===== config.mk =====
export PLATFORM = sky130hd
export DESIGN_NAME = pc_fetch_sequencer
export DESIGN_NICKNAME = d
export VERILOG_FILES = /design/src/rtl/pc_seq_pkg.sv /design/src/rtl/pc_incr.sv /design/src/rtl/pc_fetch_sequencer.sv
export SDC_FILE = /design/constraint.sdc
export NUM_CORES = 1
export LEC_CHECK = 0
export ABC_AREA = 0
export CORE_AREA = 10 10 124 126
export CTS_CLUSTER_DIAMETER = 40
export CTS_CLUSTER_SIZE = 14
export DETAILED_ROUTE_END_ITERATION = 8
export DIE_AREA = 0 0 134 136
export DONT_BUFFER_PORTS = 1
export GPL_TIMING_DRIVEN = 0
export PLACE_DENSITY_LB_ADDON = 0.3
export SYNTH_ARGS = -nofsm -noshare
export SYNTH_HDL_FRONTEND = slang
export SYNTH_SLANG_ARGS = --single-unit

===== constraint.sdc =====
create_clock -name clk -period 6 [get_ports clk]
set_input_delay 1.2 -clock clk [delete_from_list [all_inputs] [get_ports clk]]
set_output_delay 1.2 -clock clk [all_outputs]
set_load 0.01 [all_outputs]

===== src/rtl/pc_seq_pkg.sv =====
// Shared types and constants for the PC fetch sequencer.
// This package also holds the saturating counter helper used by the top module.
package pc_seq_pkg;

  localparam int unsigned XLEN             = 32;
  localparam logic [31:0] RESET_PC_DEFAULT = 32'h0000_0000;
  localparam logic [15:0] CNT_MAX          = 16'hFFFF;

  typedef enum logic [1:0] {
    BOOT     = 2'd0,
    FETCH    = 2'd1,
    HOLD     = 2'd2,
    REDIRECT = 2'd3
  } state_e;

  function automatic logic [15:0] sat_inc16(input logic [15:0] val);
    return (val == CNT_MAX) ? CNT_MAX : val + 16'd1;
  endfunction

endpackage


===== src/rtl/pc_incr.sv =====
// Combinational PC + 4 incrementer.
// The sum wraps modulo 2^XLEN.
module pc_incr #(
  parameter int unsigned XLEN = 32
) (
  input  logic [XLEN-1:0] pc_i,
  output logic [XLEN-1:0] pc_plus4_o
);

  assign pc_plus4_o = pc_i + XLEN'(4);

endmodule


===== src/rtl/pc_fetch_sequencer.sv =====
// Fetch-stage PC sequencer: boot bubble, stall hold, predicted branches,
// and mispredict redirects with flush, misalign pulse and a saturating redirect count.
module pc_fetch_sequencer #(
  parameter int unsigned     XLEN     = pc_seq_pkg::XLEN,
  parameter logic [XLEN-1:0] RESET_PC = XLEN'(pc_seq_pkg::RESET_PC_DEFAULT)
) (
  input  logic            clk,
  input  logic            rst_n,
  input  logic            stall_i,
  input  logic            pred_taken_i,
  input  logic [XLEN-1:0] pred_target_i,
  input  logic            mispredict_i,
  input  logic [XLEN-1:0] correct_pc_i,
  input  logic            imem_ready_i,
  output logic [XLEN-1:0] pc_o,
  output logic [XLEN-1:0] pc_plus4_o,
  output logic            imem_req_o,
  output logic            flush_o,
  output logic            misalign_o,
  output logic [15:0]     redirect_count_o
);

  import pc_seq_pkg::*;

  state_e          state_q, state_d;
  logic [XLEN-1:0] pc_q, pc_d;
  logic [15:0]     cnt_q, cnt_d;
  logic            misalign_q, misalign_d;
  logic            redirect_take;
  logic            accept;

  pc_incr #(.XLEN(XLEN)) u_pc_incr (
    .pc_i       (pc_q),
    .pc_plus4_o (pc_plus4_o)
  );

  assign redirect_take = mispredict_i && (state_q != BOOT);
  assign accept        = imem_req_o && imem_ready_i && !stall_i && !mispredict_i;

  always_ff @(posedge clk) begin
    if (!rst_n) begin
      state_q <= BOOT;
    end else begin
      state_q <= state_d;
    end
  end

  always_comb begin
    state_d = state_q;
    unique case (state_q)
      BOOT:        state_d = FETCH;
      FETCH, HOLD: begin
        if (redirect_take) begin
          state_d = REDIRECT;
        end else if (accept) begin
          state_d = FETCH;
        end else begin
          state_d = HOLD;
        end
      end
      REDIRECT:    state_d = redirect_take ? REDIRECT : FETCH;
      default:     state_d = BOOT;
    endcase
  end

  // Outputs are also forced low while reset is held, so nothing leaks out during reset.
  always_comb begin
    imem_req_o = 1'b0;
    unique case (state_q)
      FETCH, HOLD: imem_req_o = rst_n;
      default:     imem_req_o = 1'b0;
    endcase
    flush_o = rst_n && redirect_take;
  end

  // Next PC: mispredict beats any fetch advance; a blocked fetch keeps pc_q.
  always_comb begin
    pc_d       = pc_q;
    cnt_d      = cnt_q;
    misalign_d = 1'b0;
    if (redirect_take) begin
      pc_d       = {correct_pc_i[XLEN-1:2], 2'b00};
      misalign_d = |correct_pc_i[1:0];
      cnt_d      = sat_inc16(cnt_q);
    end else if (accept) begin
      if (pred_taken_i) begin
        pc_d       = {pred_target_i[XLEN-1:2], 2'b00};
        misalign_d = |pred_target_i[1:0];
      end else begin
        pc_d = pc_plus4_o;
      end
    end
  end

  always_ff @(posedge clk) begin
    if (!rst_n) begin
      pc_q       <= RESET_PC;
      cnt_q      <= 16'd0;
      misalign_q <= 1'b0;
    end else begin
      pc_q       <= pc_d;
      cnt_q      <= cnt_d;
      misalign_q <= misalign_d;
    end
  end

  assign pc_o             = pc_q;
  assign misalign_o       = misalign_q;
  assign redirect_count_o = cnt_q;

endmodule

==> flow_summary.toml, run 1 <==
[clock_network]
cts_buffers = 5
cts-resized-gates = 0
cts_root_buffer = "clkbuf_16"
cts-htree-levels = 2
clkTransAtPathRegs_ns = 0.07
numClockSinks = 51
clkLatencyLatePin_ns = 0.30
cts_setup_buffers = 0
postCtsHoldBufs = 0
cts_tree = "done"
clock_path_buffers = 2

[global_route]
grt_pass1_vias = 2926
antenna_found_initial = 0
grt_use_total = 0.131
grt_max_degree = 15
overflow = 0
grt_pass1_wl_mm = 18.4

[status]
status = "finished, final reports clean"

[sta]
period_needed_ns = 3.63
tns_ns = 0
final-hold-violation-count = 0
relSlewSlack = 0.307
clock_skew_ns = 0.00823
report.final.setup_viol = 0
worst_slack_ns = 2.37
finalCritPeriodShare = 0.605
fmax_ghz = 0.276
slew_viol_final = 0
rsz0062_at_grt = "false"
whs_ns = 0.509
max_slew.worst_pin.slew_ns = 1.04

[power_and_ir_drop]
p_per_area_nw_per_um2 = 236
power_leakage_nw = 1.24
ir_drop_mv = 0.105

[synth]
synth-edff-count = 0
ys_seq_elements = 51
synth_async_sr_flop_share = 0
netlist_instances = 376
synth_cell_types = 53
syn_nets = 450
synth-main-ff-cell = "dfxtp_1"
yosys_warnings = 0
synth.cell_area_um2 = 3140
avgSynthCellArea_um2 = 8.34
synth.yosys.seq_area_share = 0.325

[setup_path]
cpPeakStageDelay_ns = 0.48
critPathSlowestCell = "dfxtp_1"
critPathArrivalTime_ns = 2.43
path_cells = "ha_1 > and4_1 > nand2_2 > nor3_1 > xnor2_1"
worst-path-buf-inv = 0
endpoint_kind = "output pin"
startpoint_type = "flop"
crit_type = "reg2out"
path_delay_family = "simple AND/OR/NAND/NOR gates"
cp_max_fo = 10
required_ns = 4.80

[floorplan]
die_y_um = 136
chipWidth_um = 134
fp-row-count = 42
dieArea_um2 = 18200
num_io_pins = 153
initial_core_util = 0.242
core_area_um2 = 13000

[final_layout]
final_cell_area_um2 = 3500
antenna_cells = 0
area.growth.synth_to_final_pct = 11.6
final_common_cell = "dfxtp_1"
final_cell_mix = "dfxtp_1 (51), a21oi_1 (31), nand2_1 (29), nor2_1 (21), nand3_1 (20)"
drive_gt1_frac = 0.0966
finalNonFillerCells = 559
final_net_count = 457

[routing]
vias = 2953
drtAntennaViolNets = 0
drt_first_iter_violations = 147
vias_per_cell = 5.28
drt_wl_total_mm = 12.4
wl_per_cell_um = 22.2
drc_errors = 0
drt-pass1-iter-count = 4

[placement]
port_buffers = 0
place_ws_ns = 2.73
place_area_um2 = 3360
place_inst = 552
place_congestion = 0.750
hpwl_mm = 9.82

[job]
maxCapViolCount = 0

[worst_hold_path]
hold_class = "reg2reg"
==> sequential cells by signal (all words and copies together) (netlist names) <==
name	count
pc_o	32
redirect_count_o	16
state_q	2
misalign_o	1
==> worst paths after layout <==
check | startpoint | end | slack (ns) | depth (start not counted)
worst max register to register | state_q[0] | pc_o[30] | 3.39 | 8
worst min register to register | pc_o[0] | pc_o[0] | 0.51 | 2
worst max-delay path | pc_o[2] | pc_plus4_o[24] | 2.37 | 5
worst min-delay path | pc_o[0] | pc_o[0] | 0.51 | 2
==> report_power, final <==
part / switching [mW] / leakage [nW] / internal [mW]
Clock: 0.132 / 0.0727 / 0.163
Combinational: 0.0849 / 0.750 / 0.0464
Sequential: 0.0411 / 0.415 / 0.358
Total: 0.258 / 1.24 / 0.568
==> cell usage after synthesis (2+ instances only) <==
cell type       n  area share
xor2_2          2       0.010
buf_4           2      0.0048
inv_1          11       0.013
nand3_1        20       0.032
xor2_1         18       0.050
nor4_4          3       0.020
o21ai_0        17       0.027
buf_2           6      0.0096
a221oi_1        2      0.0056
a31oi_1         9       0.018
buf_6           3       0.011
a21oi_1        31       0.049
nor3_1         17       0.027
o211ai_1        4      0.0096
nand4_1         5       0.010
nor4_1          8       0.016
dfxtp_1        51        0.33
nand2b_1        6       0.012
nand3_2         2      0.0064
ha_1            4       0.016
and4_1          8       0.022
or3_1           2      0.0040
o2bb2ai_1      17       0.047
xnor2_1        11       0.031
clkbuf_1       11       0.013
a22o_1         19       0.053
and3_2          2      0.0048
and2_1          2      0.0040
nor2_1         21       0.025
a41o_1          2      0.0064
and3_1          4      0.0080
a22oi_1         6       0.014
nand2_1        29       0.035
dlygate4sd1_1   2      0.0056
==> cell type report <==
type	instances	area (um^2)
fillers	1433	9480
multi-input cells	289	1930
flip-flops and latches	51	1020
well taps	176	220
clock buffers	6	139
plain buffers	24	138
inverters	12	45.0
clock inverters	1	5.00
==> worst reg2reg max path, cell delays in order, from the launching register on <==
cell       delay, ns
dfxtp_1         0.34
inv_1           0.05
ha_1            0.31
and3_1          0.23
a21oi_1         0.80
buf_2           0.45
a22o_1          0.20
a21oi_1         0.04
o2bb2ai_1       0.12
==> layer usage <==
layer	track usage	up-vias	share of wire
met4	0.0357	0	0.016
met3	0.0539	10	0.10
met1	0.163	1402	0.43
met5	0	-	0
li1	-	1423	-
met2	0.206	118	0.45
==> through the flow <==
| stage | util | total power [mW] |
|---|---|---|
| 2_1_floorplan | - | 0.495 |
| 3_3_place_gp | 0.259 | 0.539 |
| 3_5_place_dp | 0.259 | 0.541 |
| 4_1_cts | 0.270 | 0.846 |
| 5_1_grt | 0.270 | 0.874 |
| 6_report | 0.270 | 0.826 |
==> cell families (layout without fill, tap and decap cells) <==
group / Yosys count / after routing / synth area share
xor+xnor: 31 / 31 / 0.0913
flops: 51 / 51 / 0.325
simple gates: 139 / 139 / 0.256
fa+ha+maj: 4 / 4 / 0.0160
buf+inv: 36 / 43 / 0.0582
mux: 1 / 1 / 0.00319
compound gates: 114 / 114 / 0.250
(Power assumes the default switching activity.)
==> run 2, diff against run 1 <==
Clock period 6 ns to 2.95 ns, I/O delays scaled along.
==> run 2 against run 1 <==
Utilization rose by 0.18 points; design area rose by 0.68%; register-to-register slack got worse by 3.1 ns; sequential power rose by 100%; clock skew barely moved; first-iteration DRC count rose by 18%; worst setup slack got worse by 2.3 ns; global-route usage barely moved; critical path type unchanged.
==> flow_summary.toml, run 2 (same netlist as run 1, synthesis figures left out) <==
[placement]
port_buffers = 0
hpwl_mm = 9.82
place_ws_ns = 0.288
place_congestion = 0.750

[sta]
clock_skew_ns = 0.00854
slew_viol_final = 0
max_slew.worst_pin.slew_ns = 1.08
whs_ns = 0.414
finalCritPeriodShare = 0.963
period_needed_ns = 2.84
relSlewSlack = 0.282
report.final.setup_viol = 0
rsz0062_at_grt = "true"
worst_slack_ns = 0.109
fmax_ghz = 0.352
final-hold-violation-count = 0

[final_layout]
largest_register_ffs = 32
multi_input_area_um2 = 1950
register_area_um2 = 1020
final_common_cell = "dfxtp_1"
final_cell_mix = "dfxtp_1 (48), a21oi_1 (31), nand2_1 (29), nor2_1 (21), nand3_1 (20)"
area.growth.synth_to_final_pct = 12.4
drive_gt1_frac = 0.115
final_net_count = 457
n_fill_cell = 1430
antenna_cells = 0

[global_route]
grt_max_degree = 15
grt_pass1_vias = 2924
overflow = 0
antenna_found_initial = 0
grt_pass1_wl_mm = 18.4
grt_use_total = 0.131

[status]
status = "finished, final reports clean"

[setup_path]
required_ns = 2.36
path_cells = "buf_2 > and4_1 > nand3_2 > buf_6 > nor4_1 > xor2_1"
critPathSlowestCell = "xor2_1"
startpoint_type = "flop"
critPathArrivalTime_ns = 2.25
cpPeakStageDelay_ns = 0.42
endpoint_kind = "output pin"
cp_max_fo = 10
worst-path-buf-inv = 2
crit_type = "reg2out"
path_delay_family = "simple AND/OR/NAND/NOR gates"

[routing]
drt_wl_total_mm = 12.4
wl_per_cell_um = 22.2
drtAntennaViolNets = 0
drt-pass1-iter-count = 4
vias_per_cell = 5.27
drt_first_iter_violations = 173
vias = 2947
drc_errors = 0

[power_and_ir_drop]
ir_drop_mv = 0.215
power_leakage_nw = 1.24
p_per_area_nw_per_um2 = 477

[floorplan]
chipWidth_um = 134
core_area_um2 = 13000
dieArea_um2 = 18200
initial_core_util = 0.242
fp-row-count = 42
die_y_um = 136
num_io_pins = 153

[clock_network]
clkLatencyLatePin_ns = 0.30
cts-htree-levels = 2
cts_buffers = 5
cts_setup_buffers = 0
clkTransAtPathRegs_ns = 0.07
cts_root_buffer = "clkbuf_16"
numClockSinks = 51
clock_path_buffers = 2
cts_tree = "done"

[worst_hold_path]
hold_class = "in2reg"

[job]
maxCapViolCount = 0
==> run 2: final cells by class <==
class	count	share of cell area
Multi-Input combinational cell	289	0.554
Sequential cell	51	0.291
Tap cell	176	0.0625
Clock buffer	6	0.0394
Buffer	24	0.0390
Inverter	12	0.0128
Clock inverter	1	0.00142
==> run 2: through the flow <==
stage	power, mW	setup TNS, ns	utilization	area [um^2]	std cells
CTS	1.72	-0.000470	0.270	3500	559
detailed placement	1.10	0	0.259	3360	552
global placement	1.10	0	0.259	3360	552
global route	1.78	-0.0778	0.272	3520	559
floorplan	1.01	0	-	3140	376
finish	1.68	0	0.272	3520	559
==> run 2: power by group <==
part | switching, mW | internal, mW
Sequential | 0.0838 | 0.729
Combinational | 0.173 | 0.0951
Clock | 0.269 | 0.332
Total | 0.525 | 1.16
==> run 2: path summary, 6_finish.rpt <==
| check | start | slack, ns | end | cells past startpoint |
|---|---|---|---|---|
| setup reg to reg | state_q[0] | 0.30 | pc_o[30] | 8 |
| setup / recovery | pc_o[10] | 0.11 | pc_plus4_o[30] | 6 |
| hold / removal | correct_pc_i[3] | 0.41 | pc_o[3] | 2 |
| hold reg to reg | pc_o[0] | 0.51 | pc_o[0] | 2 |
==> run 2: repair_timing <==
action	in CTS	in global routing
setup endpoints to repair	4	10
resized for setup	2	5
hold buffers	0	0
==> run 2: per-layer routing <==
layer  up-vias  global-route usage  share of wire
met4         0              0.0357          0.016
met2       133               0.206           0.45
met3        10              0.0539           0.11
li1       1422                   -              -
met1      1382               0.162           0.43
met5         -                   0              0
